**src/rtl/trace_stream_serialiser_pkg.sv**
```systemverilog
// Shared trace datatypes: the completed trace record, the serialiser FSM
// states and the beat-count helper.
package ryuki_datatypes;

  typedef struct packed {
    logic [31:0] pc;
    logic [31:0] instr;
    logic [4:0]  rd;
    logic [2:0]  flags;
  } trace_output;

  typedef enum logic [1:0] {
    IDLE,
    LOAD,
    SEND
  } trace_ser_state_e;

  function automatic int unsigned beat_count(input int unsigned rec_w,
                                             input int unsigned tdata_w);
    return (rec_w + tdata_w - 1) / tdata_w;
  endfunction

endpackage

```
**src/rtl/trace_record_fifo.sv**
```systemverilog
// Record FIFO: registered write, combinational head, full/empty flags and
// an occupancy count one bit wider than the pointers.
module trace_record_fifo #(
  parameter int WIDTH = 8,
  parameter int DEPTH = 8
) (
  input  logic                   clk,
  input  logic                   rst,
  input  logic                   push,
  input  logic [WIDTH-1:0]       push_data,
  input  logic                   pop,
  output logic [WIDTH-1:0]       head,
  output logic                   full,
  output logic                   empty,
  output logic [$clog2(DEPTH):0] occupancy
);

  localparam int AW = $clog2(DEPTH);

  logic [WIDTH-1:0] mem [DEPTH];
  logic [AW-1:0]    wr_ptr;
  logic [AW-1:0]    rd_ptr;
  logic             do_push;
  logic             do_pop;

  assign full    = (occupancy == (AW+1)'(DEPTH));
  assign empty   = (occupancy == '0);
  assign do_push = push && !full;
  assign do_pop  = pop && !empty;
  assign head    = mem[rd_ptr];

  always_ff @(posedge clk) begin
    if (do_push) begin
      mem[wr_ptr] <= push_data;
    end
  end

  // Pointers wrap naturally because DEPTH is a power of two.
  always_ff @(posedge clk or posedge rst) begin
    if (rst) begin
      wr_ptr    <= '0;
      rd_ptr    <= '0;
      occupancy <= '0;
    end else begin
      if (do_push) begin
        wr_ptr <= wr_ptr + AW'(1);
      end
      if (do_pop) begin
        rd_ptr <= rd_ptr + AW'(1);
      end
      case ({do_push, do_pop})
        2'b10:   occupancy <= occupancy + 1'b1;
        2'b01:   occupancy <= occupancy - 1'b1;
        default: occupancy <= occupancy;
      endcase
    end
  end

endmodule

```
**src/rtl/trace_stream_serialiser.sv**
```systemverilog
// Buffers trace records and serialises them LSB-first into valid/ready beats.
// Optional feature macro TRACE_STREAM_TIMESTAMP_EN prepends a cycle-count beat.
module trace_stream_serialiser
  import ryuki_datatypes::*;
#(
  parameter int TDATA_WIDTH    = 32,
  parameter int FIFO_DEPTH     = 8,
  parameter int DROP_CNT_WIDTH = 16
) (
  input  logic                      clk,
  input  logic                      rst,
  input  logic                      trace_valid_i,
  input  trace_output               trace_data_i,
  output logic                      m_tvalid_o,
  input  logic                      m_tready_i,
  output logic [TDATA_WIDTH-1:0]    m_tdata_o,
  output logic                      m_tlast_o,
  output logic                      fifo_full_o,
  output logic [DROP_CNT_WIDTH-1:0] drop_count_o
);

  localparam int REC_W = $bits(trace_output);
  localparam int BEATS = beat_count(REC_W, TDATA_WIDTH);
  localparam int PAD_W = BEATS * TDATA_WIDTH;
`ifdef TRACE_STREAM_TIMESTAMP_EN
  localparam int TOT_BEATS = BEATS + 1;
  localparam int ENTRY_W   = REC_W + TDATA_WIDTH;
`else
  localparam int TOT_BEATS = BEATS;
  localparam int ENTRY_W   = REC_W;
`endif
  localparam int SHIFT_W = TOT_BEATS * TDATA_WIDTH;
  localparam int IDX_W   = $clog2(TOT_BEATS + 1);
  localparam int CNT_W   = $clog2(FIFO_DEPTH) + 1;
  localparam logic [IDX_W-1:0] LAST_IDX = IDX_W'(TOT_BEATS - 1);

  trace_ser_state_e   state;
  trace_ser_state_e   next_state;
  logic [ENTRY_W-1:0] entry_in;
  logic [ENTRY_W-1:0] head;
  logic [SHIFT_W-1:0] entry_padded;
  logic [SHIFT_W-1:0] shift_q;
  logic [IDX_W-1:0]   beat_idx;
  logic [CNT_W-1:0]   occupancy;
  logic               full;
  logic               empty;
  logic               push;
  logic               pop;
  logic               handshake;
  logic               last_beat;

`ifdef TRACE_STREAM_TIMESTAMP_EN
  logic [TDATA_WIDTH-1:0] ts_q;

  always_ff @(posedge clk or posedge rst) begin
    if (rst) begin
      ts_q <= '0;
    end else begin
      ts_q <= ts_q + TDATA_WIDTH'(1);
    end
  end

  // Timestamp occupies the low word so it leaves as beat 0.
  assign entry_in     = {trace_data_i, ts_q};
  assign entry_padded = {PAD_W'(head[ENTRY_W-1:TDATA_WIDTH]), head[TDATA_WIDTH-1:0]};
`else
  assign entry_in     = trace_data_i;
  assign entry_padded = PAD_W'(head);
`endif

  assign push        = trace_valid_i && !full;
  assign handshake   = m_tvalid_o && m_tready_i;
  assign last_beat   = (beat_idx == LAST_IDX);
  assign m_tlast_o   = m_tvalid_o && last_beat;
  assign fifo_full_o = (occupancy == CNT_W'(FIFO_DEPTH));

  trace_record_fifo #(
    .WIDTH (ENTRY_W),
    .DEPTH (FIFO_DEPTH)
  ) u_fifo (
    .clk       (clk),
    .rst       (rst),
    .push      (push),
    .push_data (entry_in),
    .pop       (pop),
    .head      (head),
    .full      (full),
    .empty     (empty),
    .occupancy (occupancy)
  );

  always_ff @(posedge clk or posedge rst) begin
    if (rst) begin
      state <= IDLE;
    end else begin
      state <= next_state;
    end
  end

  always_comb begin
    next_state = state;
    pop        = 1'b0;
    case (state)
      IDLE: begin
        if (!empty) begin
          pop        = 1'b1;
          next_state = LOAD;
        end
      end
      LOAD: next_state = SEND;
      SEND: begin
        if (handshake && last_beat) begin
          if (!empty) begin
            pop        = 1'b1;
            next_state = LOAD;
          end else begin
            next_state = IDLE;
          end
        end
      end
      default: next_state = IDLE;
    endcase
  end

  // Beats leave from the bottom of the shift register; output beat is registered.
  always_ff @(posedge clk or posedge rst) begin
    if (rst) begin
      shift_q    <= '0;
      beat_idx   <= '0;
      m_tvalid_o <= 1'b0;
      m_tdata_o  <= '0;
    end else begin
      if (pop) begin
        shift_q  <= entry_padded;
        beat_idx <= '0;
      end
      if (state == LOAD) begin
        m_tvalid_o <= 1'b1;
        m_tdata_o  <= shift_q[TDATA_WIDTH-1:0];
        shift_q    <= shift_q >> TDATA_WIDTH;
      end else if (state == SEND && handshake) begin
        if (!last_beat) begin
          m_tdata_o <= shift_q[TDATA_WIDTH-1:0];
          shift_q   <= shift_q >> TDATA_WIDTH;
          beat_idx  <= beat_idx + IDX_W'(1);
        end else begin
          m_tvalid_o <= 1'b0;
        end
      end
    end
  end

  always_ff @(posedge clk or posedge rst) begin
    if (rst) begin
      drop_count_o <= '0;
    end else if (trace_valid_i && full && (drop_count_o != '1)) begin
      drop_count_o <= drop_count_o + DROP_CNT_WIDTH'(1);
    end
  end

endmodule

```
**config.mk**
```make
export PLATFORM = sky130hd
export DESIGN_NAME = trace_stream_serialiser
export DESIGN_NICKNAME = d
export VERILOG_FILES = /design/src/rtl/trace_stream_serialiser_pkg.sv /design/src/rtl/trace_record_fifo.sv /design/src/rtl/trace_stream_serialiser.sv
export SDC_FILE = /design/constraint.sdc
export NUM_CORES = 1
export LEC_CHECK = 0
export CAP_MARGIN = 5
export CORE_UTILIZATION = 53
export DETAILED_ROUTE_END_ITERATION = 10
export DONT_BUFFER_PORTS = 1
export PLACE_DENSITY = 0.68
export REMOVE_ABC_BUFFERS = 1
export SETUP_SLACK_MARGIN = 0.1
export SYNTH_ARGS = -nofsm -noshare
export SYNTH_HDL_FRONTEND = slang
export SYNTH_HIERARCHICAL = 1
export SYNTH_SLANG_ARGS = --single-unit
```
**constraint.sdc**
```tcl
create_clock -name clk -period 10.46 [get_ports clk]
set_input_delay 1.569 -clock clk [delete_from_list [all_inputs] [get_ports clk]]
set_output_delay 1.569 -clock clk [all_outputs]
set_load 0.02 [all_outputs]
```
==> impl_metrics.toml <==
[status]
outcome = "finished, final reports clean"

[yosys]
synthCells = 1573
yosysWarnings = 6
synth_edf_count = 576
yosys_most_used_dff = "edfxtp_1"
synthDistinctLibCells = 57
ys_async_sr_fraction_pct = 21.63
synth_area_per_cell_um2 = 18.53
synth_area_um2 = 29140
yosys_register_bits = 735
yosysSeqAreaShare_pct = 73.01

[clock_tree]
clockBufferDepth = 3
cts_sinks = 735
cts_hold_buf = 0
cts_setup_buffers = 0
clkTransAtPathRegs_ps = 60
htreeDepth = 3
post_cts_resized = 0
clockRootBuffer = "clkbuf_16"
cts_made_buffers = 77
tritoncts = "done"
worstSkewPairLatency_ps = 620

[worst_setup_path]
required_ps = 10690
path_max_fanout = 52
slowest_stage = "buf_4"
cpPeakStageDelay_ps = 860
arrival_ps = 3860
setup.worst_path.class = "in -> reg"
worstReg2RegStart = "u_fifo/occupancy[0]"
crit_path_end_kind = "flip-flop"
crit_path_cell_trace = "nor2b_1 -> nand3_1 -> nor2_4 -> buf_4"
startpoint = "trace_valid_i"
cp-start-kind = "input pin"

[timing]
final.period_utilization_pct = 34.76
tns_ps = 0
rsz0062_at_grt = "false"
final.min_clock_period_ps = 3636
slew-limit-headroom_pct = 26.25
fin_ws_ps = 6824
timing.fmax_mhz = 275.0
tightest_slew_ps = 1106
drv_slew = 0
clock_skew_ps = 27.43
setup_viol = 0
finalHoldViolCount = 0

[final_layout]
final_core_util_pct = 59.66
final_cells = 2349
areaGrowthSynthToFinish_pct = 10.61
fin_nets = 1672
n_antenna_cell = 0
drive_above_1_share_pct = 29.89

[floorplanning]
dieArea_um2 = 55930
ios = 127
die_h_um = 236.5
start_util_pct = 53.94
fp.dieW_um = 236.5
core_um2 = 54030
row_count = 85

[global_routing]
grt_max_degree = 90
grt_usage_pct = 20.90
grt_pass1_vias = 14770
overflow = 0
grt_pass1_wl_um = 88130
antenna_found_initial = 0

[flow_run]
maxCapViolCount = 0

[placement]
pre_cts_ws_ps = 6152
gp_congestion = 0.7266
dp_cells = 2206
io_buffers = 0
post-dp-hpwl_um = 30020

[pwr]
peakVddDrop_uv = 207.0
p_per_area_nw_per_um2 = 306.4
leakage_uw = 0.01132
finalPower_uw = 9876

[route]
wirelength_um = 56510
vias_per_cell = 5.917
top_layer = "met4"
routedWlPerCell_um = 24.06
met1_length_um = 24110
drc = 0
drtIter0Drc = 1102
drtAntennaViolNets = 0
wl_met2_um = 27900
first_pass_iters = 5
vias = 13900
wl_met3_um = 2954

[hold_path]
hold_path_class = "reg -> reg"
worstHoldStart = "shift_q[29]"
==> synth_stat cells, drive strengths merged (2+ instances only) <==
| master | n | area share, % |
|---|---|---|
| edfxtp | 576 | 59 |
| nand2 | 191 | 2.5 |
| dfrtp | 159 | 14 |
| mux4 | 144 | 11 |
| a21oi | 143 | 4.0 |
| mux2 | 75 | 3.3 |
| nor2 | 71 | 0.91 |
| buf | 53 | 1.5 |
| clkbuf | 33 | 0.43 |
| and3 | 25 | 0.54 |
| inv | 14 | 0.22 |
| xor2 | 14 | 0.42 |
| nand3 | 10 | 0.17 |
| ha | 6 | 0.26 |
| nor4 | 6 | 0.15 |
| xnor2 | 6 | 0.18 |
| nand4 | 5 | 0.13 |
| a211oi | 4 | 0.10 |
| nor3 | 4 | 0.069 |
| nand2b | 3 | 0.064 |
| nor3b | 3 | 0.077 |
| o21ai | 3 | 0.064 |
| and2 | 2 | 0.043 |
| nand4b | 2 | 0.082 |
| o211ai | 2 | 0.052 |
| o31ai | 2 | 0.052 |
| or4b | 2 | 0.069 |
==> cells in the final DEF, fill, tap and decap left out, types with 3 or more instances in the layout <==
| master | n |
|---|---|
| mux4_2 | 144 |
| inv_6 | 4 |
| ha_1 | 6 |
| nor4_1 | 5 |
| a21oi_1 | 21 |
| edfxtp_1 | 576 |
| xnor2_1 | 6 |
| nand3_1 | 10 |
| dfrtp_1 | 156 |
| clkbuf_8 | 9 |
| xor2_1 | 14 |
| nand2_1 | 191 |
| bufinv_16 | 5 |
| a21oi_2 | 122 |
| and3_1 | 25 |
| mux2_2 | 43 |
| inv_1 | 11 |
| nand4_1 | 4 |
| nor2_1 | 65 |
| clkbuf_1 | 19 |
| nor2_4 | 6 |
| nor3b_1 | 3 |
| clkinv_2 | 10 |
| clkinv_1 | 14 |
| nand2b_1 | 3 |
| clkbuf_16 | 80 |
| a211oi_1 | 4 |
| mux2_4 | 30 |
| dfrtp_4 | 3 |
| buf_4 | 23 |
==> state kept, by name, summed over array words and instances (netlist names) <==
register          count
u_fifo/mem          576
shift_q              96
m_tdata_o            32
drop_count_o         16
u_fifo/occupancy      4
u_fifo/rd_ptr         3
u_fifo/wr_ptr         3
beat_idx              2
state                 2
m_tvalid_o            1
==> where the power goes <==
part	total, µW	switching, µW	internal [µW]	leakage, µW
Sequential	4180	399	3780	0.00722
Clock	2680	1090	1590	0.00123
Combinational	3010	1670	1350	0.00287
==> kinds of logic after synthesis <==
family | Yosys count | synth area share, %
DFF | 735 | 73.01
buffers and inverters | 100 | 2.134
adders and majority gates | 7 | 0.3263
and+or+nand+nor | 329 | 4.899
xor gates and xnor gates | 20 | 0.6011
muxes | 220 | 14.45
AOI/OAI and AO/OA | 162 | 4.585
==> worst max-delay path: cells and delay by family <==
family / cells / cell delay (ps)
buffers and inverters: 1 / 860
and+or+nand+nor: 3 / 1360
==> path summary, 6_finish.rpt <==
kind	end	slack [ps]	cells after the start
max reg2reg	u_fifo/occupancy[3]	6880	10
min reg2reg	m_tdata_o[29]	460	2
max	u_fifo/mem[3][64]	6820	4
max in group asynchronous	m_tdata_o[12]	8090	2
min in group asynchronous	u_fifo/wr_ptr[1]	860	1
min	m_tdata_o[29]	460	2
==> stage by stage <==
step           hold slack, ps  instance area [µm²]
3_5_place_dp            456.8                29720
5_1_grt                 497.8                32230
2_1_floorplan           446.0                28580
6_report                459.9                32230
4_1_cts                 471.8                32230
3_3_place_gp            456.3                29720
==> layout make-up <==
type                       count  area (µm²)
sequential                   735       21290
tap                          696       870.8
timing repair buffer          23       172.7
inverter                      14       70.07
clock buffer                 108        2197
multi-input combinational    738        7323
fill                        3925       21790
clock inverter                35       314.1
==> per-layer routing <==
layer  GRT usage (%)  up-vias
li1                -     6123
met1           28.09     7385
met2           34.10      294
met3           4.756       96
met4           6.730        0
met5               0        -
Power figures use the tool's default switching activity.
